==> src/rtl/rr_port_arb_pkg.sv <==
// Shared definitions for the round-robin port arbiter: FSM encoding,
// default hold limit and a helper for sizing the hold counter.
package rr_port_arb_pkg;

    typedef enum logic {
        IDLE = 1'b0,
        HOLD = 1'b1
    } arb_state_e;

    localparam int HOLD_MAX_DEF = 2048;

    // One spare bit above what HOLD_MAX needs, so the counter can never wrap
    function automatic int hold_cnt_width(input int hold_max);
        return $clog2(hold_max) + 1;
    endfunction

endpackage

==> src/rtl/rr_port_arb_if.sv <==
// Request/grant bundle between the requesting ports (master) and the
// arbiter (slave).
interface rr_port_arb_if #(
    parameter int ARB_WIDTH    = 4,
    parameter int ARB_WIDTH_L2 = $clog2(ARB_WIDTH)
);
    logic [ARB_WIDTH-1:0]    req;
    logic [ARB_WIDTH-1:0]    rel;
    logic [ARB_WIDTH-1:0]    gnt_vec;
    logic [ARB_WIDTH_L2-1:0] gnt_bin;
    logic                    gnt_vld;
    logic                    err_timeout;

    modport master (
        output req, rel,
        input  gnt_vec, gnt_bin, gnt_vld, err_timeout
    );

    modport slave (
        input  req, rel,
        output gnt_vec, gnt_bin, gnt_vld, err_timeout
    );
endinterface

==> src/rtl/rr_port_arb_prio_enc.sv <==
// Lowest-index-wins priority encoder: one-hot and binary form of the
// lowest set bit, plus a flag saying any bit was set.
module prio_enc
    import rr_port_arb_pkg::*;
#(
    parameter int PE_W    = 4,
    parameter int PE_W_L2 = $clog2(PE_W)
) (
    input  logic [PE_W-1:0]    pe_in,
    output logic [PE_W-1:0]    pe_vec_out,
    output logic [PE_W_L2-1:0] pe_bin_out,
    output logic               pe_found
);

    // Scan high to low so the last hit (lowest index) overrides
    always_comb begin
        pe_vec_out = '0;
        pe_bin_out = '0;
        pe_found   = 1'b0;
        for (int i = PE_W - 1; i >= 0; i--) begin
            if (pe_in[i]) begin
                pe_vec_out    = '0;
                pe_vec_out[i] = 1'b1;
                pe_bin_out    = PE_W_L2'(i);
                pe_found      = 1'b1;
            end
        end
    end

endmodule

==> src/rtl/rr_port_arb.sv <==
// Round-robin port arbiter. A grant is held until the owner releases it,
// drops its request, or the hold limit forces it off (flagged on
// err_timeout). Every release costs one idle cycle before the next grant.
module rr_port_arb
    import rr_port_arb_pkg::*;
#(
    parameter int ARB_WIDTH    = 4,
    parameter int ARB_WIDTH_L2 = $clog2(ARB_WIDTH),
    parameter int HOLD_MAX     = HOLD_MAX_DEF
) (
    input  logic          clk,
    input  logic          rstn,
    rr_port_arb_if.slave  arb
);

    localparam int CNT_W = hold_cnt_width(HOLD_MAX);

    arb_state_e              state_q, state_d;
    logic [ARB_WIDTH-1:0]    gnt_vec_q, gnt_vec_d;
    logic [ARB_WIDTH_L2-1:0] gnt_bin_q, gnt_bin_d;
    logic                    gnt_vld_q, gnt_vld_d;
    logic                    err_q, err_d;
    logic [ARB_WIDTH_L2-1:0] ptr_q, ptr_d;
    logic [CNT_W-1:0]        cnt_q, cnt_d;

    logic [ARB_WIDTH-1:0]    mask;
    logic [ARB_WIDTH-1:0]    req_m;
    logic [ARB_WIDTH-1:0]    m_vec, r_vec, win_vec;
    logic [ARB_WIDTH_L2-1:0] m_bin, r_bin, win_bin;
    logic                    m_found, r_found;
    logic                    rel_hit, req_hit, at_limit;

    // Ports strictly above the last winner get first pick
    always_comb begin
        mask = '0;
        for (int i = 0; i < ARB_WIDTH; i++)
            mask[i] = (i > int'(ptr_q));
    end

    assign req_m = arb.req & mask;

    prio_enc #(.PE_W(ARB_WIDTH), .PE_W_L2(ARB_WIDTH_L2)) u_pe_msk (
        .pe_in      (req_m),
        .pe_vec_out (m_vec),
        .pe_bin_out (m_bin),
        .pe_found   (m_found)
    );

    prio_enc #(.PE_W(ARB_WIDTH), .PE_W_L2(ARB_WIDTH_L2)) u_pe_raw (
        .pe_in      (arb.req),
        .pe_vec_out (r_vec),
        .pe_bin_out (r_bin),
        .pe_found   (r_found)
    );

    // Fall back to the unmasked encoder when nobody above the pointer asks
    assign win_vec = m_found ? m_vec : r_vec;
    assign win_bin = m_found ? m_bin : r_bin;

    // Only the current owner's rel/req bits matter while holding
    assign rel_hit  = |(gnt_vec_q & arb.rel);
    assign req_hit  = |(gnt_vec_q & arb.req);
    assign at_limit = (cnt_q == CNT_W'(HOLD_MAX - 1));

    // State and registered outputs
    always_ff @(posedge clk or negedge rstn) begin
        if (!rstn) begin
            state_q   <= IDLE;
            gnt_vec_q <= '0;
            gnt_bin_q <= '0;
            gnt_vld_q <= 1'b0;
            err_q     <= 1'b0;
            ptr_q     <= ARB_WIDTH_L2'(ARB_WIDTH - 1);
            cnt_q     <= '0;
        end else begin
            state_q   <= state_d;
            gnt_vec_q <= gnt_vec_d;
            gnt_bin_q <= gnt_bin_d;
            gnt_vld_q <= gnt_vld_d;
            err_q     <= err_d;
            ptr_q     <= ptr_d;
            cnt_q     <= cnt_d;
        end
    end

    // Next-state, next-grant and hold-counter logic
    always_comb begin
        state_d   = state_q;
        gnt_vec_d = gnt_vec_q;
        gnt_bin_d = gnt_bin_q;
        gnt_vld_d = gnt_vld_q;
        err_d     = 1'b0;
        ptr_d     = ptr_q;
        cnt_d     = cnt_q;
        case (state_q)
            IDLE: begin
                gnt_vec_d = '0;
                gnt_bin_d = '0;
                gnt_vld_d = 1'b0;
                if (r_found) begin
                    state_d   = HOLD;
                    gnt_vec_d = win_vec;
                    gnt_bin_d = win_bin;
                    gnt_vld_d = 1'b1;
                    ptr_d     = win_bin;
                    cnt_d     = '0;
                end
            end
            HOLD: begin
                // A real release (or abort) beats the timeout in the same cycle
                if (rel_hit || !req_hit || at_limit) begin
                    state_d   = IDLE;
                    gnt_vec_d = '0;
                    gnt_bin_d = '0;
                    gnt_vld_d = 1'b0;
                    err_d     = !(rel_hit || !req_hit);
                end else if (cnt_q != '1) begin
                    cnt_d = cnt_q + CNT_W'(1);
                end
            end
            default: begin
                state_d   = IDLE;
                gnt_vec_d = '0;
                gnt_bin_d = '0;
                gnt_vld_d = 1'b0;
            end
        endcase
    end

    assign arb.gnt_vec     = gnt_vec_q;
    assign arb.gnt_bin     = gnt_bin_q;
    assign arb.gnt_vld     = gnt_vld_q;
    assign arb.err_timeout = err_q;

endmodule

==> src/flat_wrapper.sv <==
// flat-port wrapper written by rule: the top's interface ports become plain ports
module rr_port_arb_flat import rr_port_arb_pkg::*;
#(
    parameter int ARB_WIDTH    = 4,
    parameter int ARB_WIDTH_L2 = $clog2(ARB_WIDTH),
    parameter int HOLD_MAX     = HOLD_MAX_DEF
)
  (clk, rstn, arb_req, arb_rel, arb_gnt_vec, arb_gnt_bin, arb_gnt_vld, arb_err_timeout);
  rr_port_arb_if #(.ARB_WIDTH(ARB_WIDTH), .ARB_WIDTH_L2(ARB_WIDTH_L2)) arb_i ();
  input  logic clk;
  input  logic rstn;
  input wire logic [$bits(arb_i.req)-1:0] arb_req;
  input wire logic [$bits(arb_i.rel)-1:0] arb_rel;
  output wire logic [$bits(arb_i.gnt_vec)-1:0] arb_gnt_vec;
  output wire logic [$bits(arb_i.gnt_bin)-1:0] arb_gnt_bin;
  output wire logic [$bits(arb_i.gnt_vld)-1:0] arb_gnt_vld;
  output wire logic [$bits(arb_i.err_timeout)-1:0] arb_err_timeout;
  assign arb_i.req = arb_req;
  assign arb_i.rel = arb_rel;
  assign arb_gnt_vec = arb_i.gnt_vec;
  assign arb_gnt_bin = arb_i.gnt_bin;
  assign arb_gnt_vld = arb_i.gnt_vld;
  assign arb_err_timeout = arb_i.err_timeout;
  rr_port_arb #(.ARB_WIDTH(ARB_WIDTH), .ARB_WIDTH_L2(ARB_WIDTH_L2), .HOLD_MAX(HOLD_MAX)) u_core (.clk(clk), .rstn(rstn), .arb(arb_i));
endmodule
==> config.mk <==
export PLATFORM = sky130hd
export DESIGN_NAME = rr_port_arb_flat
export DESIGN_NICKNAME = d
export VERILOG_FILES = /design/src/rtl/rr_port_arb_pkg.sv /design/src/rtl/rr_port_arb_if.sv /design/src/rtl/rr_port_arb_prio_enc.sv /design/src/rtl/rr_port_arb.sv /design/src/flat_wrapper.sv
export SDC_FILE = /design/constraint.sdc
export NUM_CORES = 1
export LEC_CHECK = 0
export BUFFER_PORTS_ARGS = -buffer_cell sky130_fd_sc_hd__buf_4
export CORE_UTILIZATION = 40
export DETAILED_ROUTE_END_ITERATION = 16
export PLACE_DENSITY = 0.65
export SETUP_SLACK_MARGIN = 0.15
export SYNTH_ARGS = -nofsm -noshare
export SYNTH_HDL_FRONTEND = slang
export SYNTH_SLANG_ARGS = --single-unit
==> constraint.sdc <==
create_clock -name clk -period 2.5 [get_ports clk]
set_clock_uncertainty 0.2 [all_clocks]
set_input_delay 0.125 -clock clk [delete_from_list [all_inputs] [get_ports clk]]
set_output_delay 0.125 -clock clk [all_outputs]
set_load 0.05 [all_outputs]
==> results.py <==
metrics = {
    "critical_path": {
        "startpoint_type": "register",
        "r2r_start": "u_core.cnt_q[0]",
        "cp_max_fo": 9,
        "arrival_ns": 2.25,
        "ff2ff_path_depth": 7,
        "cp_data_required_time_ns": 2.51,
        "end_kind": "register",
        "worst-setup-path-type": "reg -> reg",
        "r2r_end": "u_core.cnt_q[11]",
        "rrSetupSlack_ns": 0.26,
    },
    "detailed_routing": {
        "via_per_inst": 5.89,
        "wl_per_cell_um": 14.9,
        "dr.pass1.iters": 4,
        "antenna_left": 0,
        "finalWirelength_um": 3170,
        "drc_errors": 0,
        "vias": 1249,
        "drt-initial-drc-count": 78,
    },
    "timing": {
        "hold_ws_ns": 0.0119,
        "finalMaxSlewViolations": 0,
        "slew_headroom_pct": 66.1,
        "min_period_ns": 2.24,
        "setup_tns_ns": 0,
        "worst_pin_slew_ns": 0.507,
        "setup_violations": 0,
        "rsz0062_at_grt": "false",
        "hold_viol_final": 0,
        "finalCritPeriodShare_pct": 89.6,
        "max_freq_ghz": 0.446,
    },
    "cts": {
        "path_clk_slew_ns": 0.13,
        "clk_latency_ns": 0.31,
        "cts_resized": 0,
        "root_buffer": "clkbuf_4",
        "numCtsBuffers": 3,
        "cts_buffer_depth": 2,
        "cts_setup_buffers": 0,
        "cts_tree": "done",
        "numClockSinks": 23,
        "cts_max_level": 1,
    },
    "finish": {
        "fin_cells": 212,
        "stdcell_area_mm2": 0.00158,
        "area_growth_pct": 21.2,
        "nNetsFinal": 180,
        "antenna_cells": 0,
        "drive_above_1_share_pct": 17.9,
    },
    "synth": {
        "ys.flop_type": "dfrtp_1",
        "async_flop_share_pct": 100,
        "ys_ff_latch": 23,
        "synthCells": 143,
        "synthesis.area_mm2": 0.00130,
        "seq_area_frac_synth_pct": 44.4,
        "syn_nets": 154,
        "synth_edf_count": 0,
        "yosysWarningCount": 0,
        "synth_area_per_cell_um2": 9.10,
        "ys_types": 41,
    },
    "power_and_ir_drop": {
        "total_power_w": 0.00143,
        "powerDensity_mw_per_mm2": 908,
        "leakage_nw": 0.700,
        "ir_worst_vdd_mv": 0.728,
    },
    "min_path": {
        "holdCritPathClass": "in -> async",
    },
    "placement": {
        "place_area_mm2": 0.00148,
        "globalplace.congestion": 0.976,
        "dp.cells": 201,
        "place_hpwl_um": 2260,
        "numPortBuffers": 17,
    },
    "die": {
        "die_w_um": 59.0,
        "pin_count": 18,
        "coreArea_mm2": 0.00308,
        "dieArea_mm2": 0.00349,
        "die_h_um": 59.0,
        "rows": 20,
        "initial_core_util_pct": 42.3,
    },
    "grt": {
        "track_usage_pct": 20.1,
        "grt_pass1_wl_um": 5270,
        "antenna_found_initial": 0,
        "grt_max_degree": 24,
        "grt_pass1_vias": 1143,
        "grt_overflow": 0,
    },
    "outcome": {
        "status": "finished, final reports clean",
    },
    "flow_run": {
        "drv_cap": 0,
    },
}
-- final cells by class --
class                      instances  area [µm²]
tap                               44        55.1
fill                             300        1500
clock inverter                     1        5.00
timing repair buffer              26         213
inverter                           5        21.3
multi-input combinational        110         683
clock buffer                       3        22.5
sequential                        23         578
-- worst max-delay path by stage --
stage               cells after the start             startpoint                to
floorplan                               6  u_core.arb.gnt_vec[0]   u_core.cnt_q[3]
global placement                        7        u_core.cnt_q[0]  u_core.cnt_q[11]
detailed placement                      7        u_core.cnt_q[0]  u_core.cnt_q[11]
CTS                                     7        u_core.cnt_q[0]  u_core.cnt_q[11]
global route                            7        u_core.cnt_q[0]  u_core.cnt_q[11]
finish                                  7        u_core.cnt_q[0]  u_core.cnt_q[11]
-- stage by stage --
| stage | worst slack (ns) | utilization [%] |
|---|---|---|
| detailed placement | 0.260 | 48.1 |
| global route | 0.159 | 51.3 |
| floorplan | 0.324 | - |
| CTS | 0.253 | 51.3 |
| finish | 0.260 | 51.3 |
| global placement | 0.353 | 48.1 |
-- what timing repair did --
item,in CTS,in global routing
hold endpoints to repair,28,0
setup endpoints to repair,0,1
hold buffers,7,0
-- sequential cells by signal, summed over array words and instances, names as in the netlist --
register / count
u_core.arb.gnt_vec: 4
u_core.state_q: 1
u_core.arb.gnt_vld: 1
u_core.arb.gnt_bin: 2
u_core.ptr_q: 2
u_core.arb.err_timeout: 1
u_core.cnt_q: 12
-- synth_stat cells (all sizes together) (3+ instances only) --
cell    count  area [µm²]
nand2b      3        18.8
o31ai       4        30.0
clkbuf      5        18.8
a31oi       4        25.0
nand2      13        48.8
a21o        6        45.0
dfrtp      21         526
nand4       4        31.3
a22o        3        26.3
inv         5        21.3
nand3       9        45.0
a32o        4        40.0
a21oi      11        55.1
nor2       10        37.5
o21ai      11        55.1
o22ai       4        25.0
-- metal layers --
layer  vias to the layer above  part of all wire, %  GRT usage [%]  wire (µm)
met5                         -                    0              0          0
met4                         0                  1.5           6.12         46
met3                         6                  6.7           3.49        211
met2                        59                   47           30.7       1490
met1                       586                   45           29.2       1430
li1                        598                    -              -          -
-- cell families after synthesis --
group                      Yosys count  share of synthesized area [%]
buffers and inverters               10                           3.08
DFF                                 23                           44.4
AOI/OAI and AO/OA                   58                           31.3
adders and majority gates            1                          0.961
and+or+nand+nor                     51                           20.3
-- layout by cell type, fill, tap and decap left out, types with 2 or more instances in the layout --
cell and instances:
a21o_1 6, inv_1 4, a21oi_1 11, dfrtp_1 21, nor3_1 2, nand2_1 13, nand3_1 9, nand4_1 3
dfstp_2 2, dlygate4sd3_1 7, clkbuf_4 3, o21ai_1 7, and3_1 2, a32o_1 4, a22o_1 3, nor2_1 10
and2_1 2, a31oi_1 4, o21ai_0 4, nand2b_1 3, buf_4 19, o31ai_1 4, o22ai_1 4
-- power breakdown --
group,internal (W),total [W],switching [W]
sequential,0.000459,0.000535,0.0000756
clock,0.0000597,0.000175,0.000115
combinational,0.000271,0.000723,0.000452
-- critical path, cell delays in order, from the launching register on --
cell	delay [ns]
dfrtp_1	0.44
ha_1	0.25
nand3_1	0.19
or4_4	0.49
a21boi_4	0.32
inv_4	0.07
a21oi_1	0.13
a21oi_1	0.05
Power figures use the tool's default switching activity.
